[src/rtl/dmem_access_ctrl.sv]
// rtl/dmem_access_ctrl.sv - data-memory access controller feeding the load unit
// One load/store at a time over a req/ack bus, with store-lane alignment and an ack timeout.
module dmem_access_ctrl #(
    parameter int TIMEOUT_CYCLES = 16,
    parameter int CNT_W          = 5
) (
    input  logic        clk_in,
    input  logic        rst_in,
    input  logic        mem_req_in,
    input  logic        mem_wr_in,
    input  logic [1:0]  mem_size_in,
    input  logic [31:0] iadder_in,
    input  logic [31:0] rs2_in,
    output logic [31:0] dm_addr_o,
    output logic [31:0] dm_wdata_o,
    output logic [3:0]  dm_wr_mask_o,
    output logic        dm_rd_req_o,
    output logic        dm_wr_req_o,
    input  logic        dm_ack_in,
    input  logic [31:0] dm_rdata_in,
    output logic [31:0] dm_data_o,
    output logic [1:0]  iadder_out_1to0_o,
    output logic        load_valid_o,
    output logic        stall_o,
    output logic        misaligned_o,
    output logic        bus_err_o
);

    typedef enum logic [1:0] {S_IDLE, S_RWAIT, S_WWAIT, S_DONE} state_t;

    localparam logic [CNT_W-1:0] LP_CNT_LAST = CNT_W'(TIMEOUT_CYCLES - 1);

    state_t            r_state;
    logic [CNT_W-1:0]  r_cnt;
    logic [31:0]       r_addr;
    logic [1:0]        r_addr_lo;
    logic [31:0]       r_wdata;
    logic [3:0]        r_mask;
    logic              r_rd_req;
    logic              r_wr_req;
    logic [31:0]       r_data;
    logic [1:0]        r_data_lo;
    logic              r_load_valid;
    logic              r_stall;
    logic              r_misaligned;
    logic              r_bus_err;

    logic [1:0]        w_k;
    logic              w_misaligned;
    logic [31:0]       w_wdata;
    logic [3:0]        w_mask;

    assign w_k = iadder_in[1:0];
    assign w_misaligned = (mem_size_in == 2'b01 && w_k[0]) ||
                          (mem_size_in[1] && w_k != 2'b00);

    // Replicate the store data across all lanes; the mask selects which bytes land.
    always_comb begin
        w_wdata = rs2_in;
        w_mask  = 4'b1111;
        case (mem_size_in)
            2'b00: begin
                w_wdata = {4{rs2_in[7:0]}};
                w_mask  = 4'b0001 << w_k;
            end
            2'b01: begin
                w_wdata = {2{rs2_in[15:0]}};
                w_mask  = w_k[1] ? 4'b1100 : 4'b0011;
            end
            default: begin
                w_wdata = rs2_in;
                w_mask  = 4'b1111;
            end
        endcase
        if (!mem_wr_in) begin
            w_wdata = 32'h0;
            w_mask  = 4'b0000;
        end
    end

    always_ff @(posedge clk_in or posedge rst_in) begin
        if (rst_in) begin
            r_state      <= S_IDLE;
            r_cnt        <= '0;
            r_addr       <= 32'h0;
            r_addr_lo    <= 2'b00;
            r_wdata      <= 32'h0;
            r_mask       <= 4'b0000;
            r_rd_req     <= 1'b0;
            r_wr_req     <= 1'b0;
            r_data       <= 32'h0;
            r_data_lo    <= 2'b00;
            r_load_valid <= 1'b0;
            r_stall      <= 1'b0;
            r_misaligned <= 1'b0;
            r_bus_err    <= 1'b0;
        end else begin
            r_load_valid <= 1'b0;
            r_misaligned <= 1'b0;
            r_bus_err    <= 1'b0;
            case (r_state)
                S_IDLE: begin
                    if (mem_req_in) begin
                        if (w_misaligned) begin
                            r_misaligned <= 1'b1;
                        end else begin
                            r_addr    <= {iadder_in[31:2], 2'b00};
                            r_addr_lo <= w_k;
                            r_wdata   <= w_wdata;
                            r_mask    <= w_mask;
                            r_rd_req  <= ~mem_wr_in;
                            r_wr_req  <= mem_wr_in;
                            r_stall   <= 1'b1;
                            r_cnt     <= '0;
                            r_state   <= mem_wr_in ? S_WWAIT : S_RWAIT;
                        end
                    end
                end
                S_RWAIT, S_WWAIT: begin
                    if (dm_ack_in) begin
                        if (r_state == S_RWAIT) begin
                            r_data       <= dm_rdata_in;
                            r_data_lo    <= r_addr_lo;
                            r_load_valid <= 1'b1;
                        end
                        r_rd_req <= 1'b0;
                        r_wr_req <= 1'b0;
                        r_stall  <= 1'b0;
                        r_state  <= S_DONE;
                    end else if (r_cnt == LP_CNT_LAST) begin
                        r_rd_req  <= 1'b0;
                        r_wr_req  <= 1'b0;
                        r_stall   <= 1'b0;
                        r_bus_err <= 1'b1;
                        r_state   <= S_DONE;
                    end else begin
                        r_cnt <= r_cnt + 1'b1;
                    end
                end
                default: begin
                    r_state <= S_IDLE;
                end
            endcase
        end
    end

    assign dm_addr_o         = r_addr;
    assign dm_wdata_o        = r_wdata;
    assign dm_wr_mask_o      = r_mask;
    assign dm_rd_req_o       = r_rd_req;
    assign dm_wr_req_o       = r_wr_req;
    assign dm_data_o         = r_data;
    assign iadder_out_1to0_o = r_data_lo;
    assign load_valid_o      = r_load_valid;
    assign stall_o           = r_stall;
    assign misaligned_o      = r_misaligned;
    assign bus_err_o         = r_bus_err;

endmodule

[config.mk]
export PLATFORM = sky130hd
export DESIGN_NAME = dmem_access_ctrl
export DESIGN_NICKNAME = d
export VERILOG_FILES = /design/src/rtl/dmem_access_ctrl.sv
export SDC_FILE = /design/constraint.sdc
export NUM_CORES = 1
export LEC_CHECK = 0
export CAP_MARGIN = 20
export CORE_UTILIZATION = 40
export CTS_BUF_LIST = sky130_fd_sc_hd__clkbuf_8
export CTS_CLUSTER_DIAMETER = 80
export CTS_CLUSTER_SIZE = 28
export DETAILED_ROUTE_END_ITERATION = 8
export PLACE_DENSITY = 0.79
export SETUP_SLACK_MARGIN = 0.02
export SYNTH_ARGS = -nofsm -noshare
export SYNTH_HDL_FRONTEND = slang
export SYNTH_SLANG_ARGS = --single-unit
[constraint.sdc]
create_clock -name clk_in -period 3.5 [get_ports clk_in]
set_input_delay 0.35 -clock clk_in [delete_from_list [all_inputs] [get_ports clk_in]]
set_output_delay 0.35 -clock clk_in [all_outputs]
set_load 0.1 [all_outputs]
==> results.cfg, run 1 <==
[timing]
max_slew_margin = 0.301
max_clock_freq_mhz = 432
setup-tns-final_ns = 0
number_of_hold_slack_violations_in_the_final_timing_report = 0
grt_setup_unrepaired = false
clock_skew_ns = 0.0118
worst-slew-pin-transition_ns = 1.05
period_needed_ns = 2.32
fin_crit_sh = 0.662
report.final.setup_viol = 0
setup_slack_ns = 1.18
final_report_max_slew_violation_count = 0

[clock_network]
post_cts_resize_count = 0
cts_max_path_buffers = 2
ctsRootBufferMaster = clkbuf_8
postCtsSetupBuffers = 0
cts-hold-fix-buffers = 0
clk-insertion-delay-late_ns = 0.42
clock_tree_from_tritoncts = built
sink_count = 115
cts_max_level = 4
tritoncts.num_buffers = 17
clk_transition_reported_paths_ns = 0.07

[drt]
drcViolationCount = 0
detail_route.wirelength_um = 13600
final_antenna_net_count = 0
routed-wl-met2_um = 6920
maxUsedRoutingLayer = met4
met3RoutedLength_um = 1260
routed_metal_1_wire_length_um = 5250
post_drt_via_cell_ratio = 4.98
drt_first_pass_iters = 4
drt_iter0_drc = 235
dr_total_vias = 4140
routed_wire_length_per_instance_um = 16.3

[cells_and_area]
filler_cell_count_in_the_final_layout = 972
nNetsFinal = 780
drive_above_1_share = 0.120
fin_area_um2 = 7540
layout-area-overhead-vs-synth_pct = 53.2
ant_diodes = 0

[global_route]
overflow = 0
grt_pass1_vias = 4365
number_of_antenna_violations_at_the_first_check_in_global_routing = 0
first_pass_grt_wire_length_um = 21600
global_route.usage.total = 0.221
grt_start_max_net_pins = 116

[yosys]
yosysSeqAreaShare = 0.585
asyncSetResetFlopFracSynth = 1.00
yosys.area.top_type = dfrtp_1
yosys_most_used_dff = dfrtp_1
synth_area_um2 = 4920
synth_top_area_frac = 0.585
post_synth_main_area_contributors = dfrtp_1 (58%), nand2_1 (12%), mux2_2 (7.8%)
postSynthRegisterBits = 115
yosys.cell_types.count = 37
syn-mean-instance-area_um2 = 10.6
netlist_instances = 465
number_of_enable_flip_flop_cells_after_synthesis = 0
number_of_warnings_reported_in_the_yosys_synthesis_log = 0

[worst_setup_path]
maximum_fanout_along_the_worst_path = 2
critical_path.max_stage_delay_ns = 1.16
setup.reg_to_reg.worst_slack_ns = 1.31
path_buf_inv = 1
timing.critical_path.to_type = output pin
timing.rr.end = r_cnt[4]
timing.setup.critical_path_class = reg2out
r2r.worst_path.cells = 6
critical-path-slowest-cell = clkdlybuf4s50_1
startpoint_type_of_the_worst_setup_path = flop
worstPathRequired_ns = 3.15
worst_path_dominant_cell_family = buffers and inverters
worstPathCellList = clkdlybuf4s50_1
crit_arrival_ns = 1.97
worstReg2RegStart = r_state[1]

[placement]
buffer_ports.inserted = 208
dpl_worst_slack_ns = 0.848
post_dp_cell_area_um2 = 7140
place.gp.congestion = 0.888
hpwlAfterDp_um = 9830

[floorplan]
placeableCoreArea_um2 = 12000
die_width_um = 113
floorplan.initialDensity = 0.410
num_rows = 40
pin_count = 211
fp.dieArea_um2 = 12800
die_y_um = 113

[run]
drv.max_cap_violation_count = 0

[min_path]
hold_path.class = in2async

[outcome]
status = complete, no violations
==> flip-flops by register name, summed over array words and instances, names as in the netlist <==
register and count:
r_addr_lo 2, dm_addr_o 30, r_cnt 5, dm_wr_mask_o 4
stall_o 1, iadder_out_1to0_o 2, dm_wdata_o 32, dm_rd_req_o 1
misaligned_o 1, load_valid_o 1, dm_data_o 32, bus_err_o 1
dm_wr_req_o 1, r_state 2
==> synthesized netlist by cell type (2+ instances only) <==
master	count
o31ai_1	19
dfrtp_1	115
a21oi_1	5
mux2i_1	24
ha_1	5
nor2_1	2
o2bb2ai_1	2
inv_1	8
a22oi_1	2
a32o_1	2
buf_2	17
nand3_1	12
nor3_1	2
or3_1	3
clkbuf_1	10
nand2_1	161
o21ai_0	20
mux2_2	34
nand4_1	3
buf_4	2
==> area by class of cell <==
type / count / area, um2 / area share
well taps: 147 / 184 / 0.0244
multi-input cells: 314 / 1880 / 0.250
repair buffers: 216 / 2170 / 0.287
clock buffers: 19 / 262 / 0.0347
clock inverters: 13 / 134 / 0.0178
flip-flops and latches: 115 / 2880 / 0.382
inverters: 8 / 32.5 / 0.00432
==> worst max-delay path by stage <==
stage / end / cells after the start / startpoint
3_3_place_gp: dm_wdata_o[21] / 6 / mem_size_in[0]
5_1_grt: dm_addr_o[5] / 1 / dm_addr_o[5]
6_report: dm_addr_o[5] / 1 / dm_addr_o[5]
2_1_floorplan: bus_err_o / 1 / rst_in
4_1_cts: dm_wr_mask_o[0] / 1 / dm_wr_mask_o[0]
3_5_place_dp: dm_wdata_o[19] / 6 / mem_size_in[0]
==> stage by stage <==
| step | hold WS, ns | util | std cells |
|---|---|---|---|
| 4_1_cts | 0.427 | 0.628 | 832 |
| 5_1_grt | 0.428 | 0.628 | 832 |
| 3_3_place_gp | 0.455 | 0.595 | 800 |
| 6_report | 0.448 | 0.628 | 832 |
| 3_5_place_dp | 0.463 | 0.595 | 800 |
| 2_1_floorplan | 0.420 | - | 466 |
==> metal layers <==
metal  vias to the layer above  global-route usage
met5                         -                   0
met4                         0              0.0842
met3                        10              0.0889
met2                       184               0.379
met1                      1968               0.246
li1                       1978                   -
==> cells in the final DEF (no fill, tap or decap), types with 3 or more instances in the layout <==
master / netlist / routed
clkinv_2: 0 / 4
o21ai_0: 20 / 20
mux2i_1: 24 / 24
or3_1: 3 / 3
inv_1: 8 / 7
clkdlybuf4s50_1: 0 / 208
clkinvlp_4: 0 / 6
nand4_1: 3 / 3
nand2_1: 161 / 161
o31ai_1: 19 / 19
nand3_1: 12 / 12
dfrtp_1: 115 / 115
buf_4: 2 / 6
a21oi_1: 5 / 5
clkbuf_8: 0 / 19
ha_1: 5 / 5
mux2_2: 34 / 34
==> worst min-delay path, delay by kind of cell <==
family                 cells  cell delay, ns
buffers and inverters      3            0.96
==> kinds of logic (layout without fill, tap and decap cells) <==
kind of cell	Yosys count	count (layout)	share of synthesized area
simple gates	190	190	0.159
flops	115	115	0.585
compound gates	59	59	0.0819
mux	58	58	0.127
buf+inv	37	256	0.0341
fa+ha+maj	5	5	0.0127
other cells	1	2	0.000762
Power of run 1 is left out: the tool's default activity adds up to more than one toggle a clock period on the data nets, which glitch-free logic cannot reach.
==> run 2, diff against run 1 <==
Clock period 3.5 ns to 2.05 ns, I/O delays scaled along.
==> run 2 against run 1 <==
Worst setup slack got worse by 1.1 ns. Sequential cell count is the same. Register-to-register slack worse by 1.2 ns. Utilization shrank 0.63 points. Routed wire length shrank 0.89%. Global-route usage decreased by 0.58 points.
==> results.cfg, run 2 (synthesis results as in run 1) <==
[clock_network]
cts_max_level = 4
clk-insertion-delay-late_ns = 0.42
cts-hold-fix-buffers = 0
clk_transition_reported_paths_ns = 0.07
sink_count = 115
tritoncts.num_buffers = 17
clock_tree_from_tritoncts = built
ctsRootBufferMaster = clkbuf_8
cts_max_path_buffers = 2

[drt]
drt_first_pass_iters = 4
drt_iter0_drc = 179
detail_route.wirelength_um = 13500
routed_wire_length_per_instance_um = 16.1
post_drt_via_cell_ratio = 5.00
dr_total_vias = 4188
final_antenna_net_count = 0
drcViolationCount = 0

[placement]
numPlacedInstances = 802
place.gp.congestion = 0.865
post_dp_cell_area_um2 = 6930
buffer_ports.inserted = 208
hpwlAfterDp_um = 9550

[cells_and_area]
multi_input_comb_area_um2 = 1900
fin_util = 0.621
nNetsFinal = 786
layout.area.seq_um2 = 2880
fin_area_um2 = 7460
drive_above_1_share = 0.285
filler_cell_count_in_the_final_layout = 965
final_common_cell = nand2_1
ant_diodes = 0
finalNonFillerCells = 838
layout-area-overhead-vs-synth_pct = 51.6
final_cell_mix = nand2_1 (161), dfrtp_1 (115), buf_4 (115)

[worst_setup_path]
timing.setup.critical_path_class = reg2reg
maximum_fanout_along_the_worst_path = 6
worstPathRequired_ns = 2.40
crit_arrival_ns = 2.29
startpoint_type_of_the_worst_setup_path = flop
timing.critical_path.to_type = flop

[timing]
period_needed_ns = 1.94
whs_ns = 0.289
worst-slew-pin-transition_ns = 0.738
number_of_hold_slack_violations_in_the_final_timing_report = 0
clock_skew_ns = 0.00851
max_slew_margin = 0.508
fin_crit_sh = 0.948
max_clock_freq_mhz = 515
final_report_max_slew_violation_count = 0
report.final.setup_viol = 0

[floorplan]
num_rows = 40
die_width_um = 113
fp.dieArea_um2 = 12800
pin_count = 211
floorplan.initialDensity = 0.410
die_y_um = 113
placeableCoreArea_um2 = 12000

[run]
drv.max_cap_violation_count = 0

[global_route]
first_pass_grt_wire_length_um = 21000
number_of_antenna_violations_at_the_first_check_in_global_routing = 0
overflow = 0
grt_pass1_vias = 4266
global_route.usage.total = 0.215
grt_start_max_net_pins = 116

[outcome]
status = complete, no violations

[min_path]
hold_path.class = in2async
-- run 2: metrics by stage --
step	setup slack [ns]	setup TNS [ns]
finish	0.107	0
global route	-0.0117	-0.0117
CTS	0.0715	0
detailed placement	0.0898	0
global placement	0.146	0
floorplan	0.227	0
-- run 2: final timing paths --
path,slack (ns),end,startpoint,depth (start not counted)
max,0.11,r_cnt[3],r_cnt[0],7
min,0.29,dm_data_o[26],rst_in,3
max reg2reg,0.11,r_cnt[3],r_cnt[0],7
min reg2reg,0.47,r_addr_lo[1],r_addr_lo[1],2
max in group asynchronous,1.24,dm_wdata_o[5],rst_in,3
min in group clk_in,0.32,dm_addr_o[15],iadder_in[15],3
-- run 2: area by class of cell --
type | instances | area share
flip-flops and latches | 115 | 0.386
repair buffers | 222 | 0.266
multi-input cells | 314 | 0.255
clock buffers | 22 | 0.0406
well taps | 147 | 0.0246
clock inverters | 10 | 0.0236
inverters | 8 | 0.00453
-- run 2: what timing repair did --
| item | 4_1_cts | 5_1_grt |
|---|---|---|
| gates resized for setup | 0 | 5 |
| endpoints found under the setup margin | 0 | 3 |
| setup buffers | 0 | 4 |
-- run 2: critical path, cell delays in order, from the launching register on --
cell and delay [ns]:
dfrtp_1 0.41, ha_2 0.20, and3_4 0.18, ha_4 0.17, nor3b_4 0.29, nand4_1 0.16
or3_1 0.39, nand3_1 0.08
-- run 2: metal layers --
layer / GRT usage / wire length (um) / up-vias
met1: 0.236 / 5330 / 1967
met2: 0.370 / 6510 / 197
met4: 0.109 / 449 / 0
met5: 0 / 0 / -
li1: - / - / 1990
met3: 0.0755 / 1180 / 34
Power of run 2 is left out for the same reason.
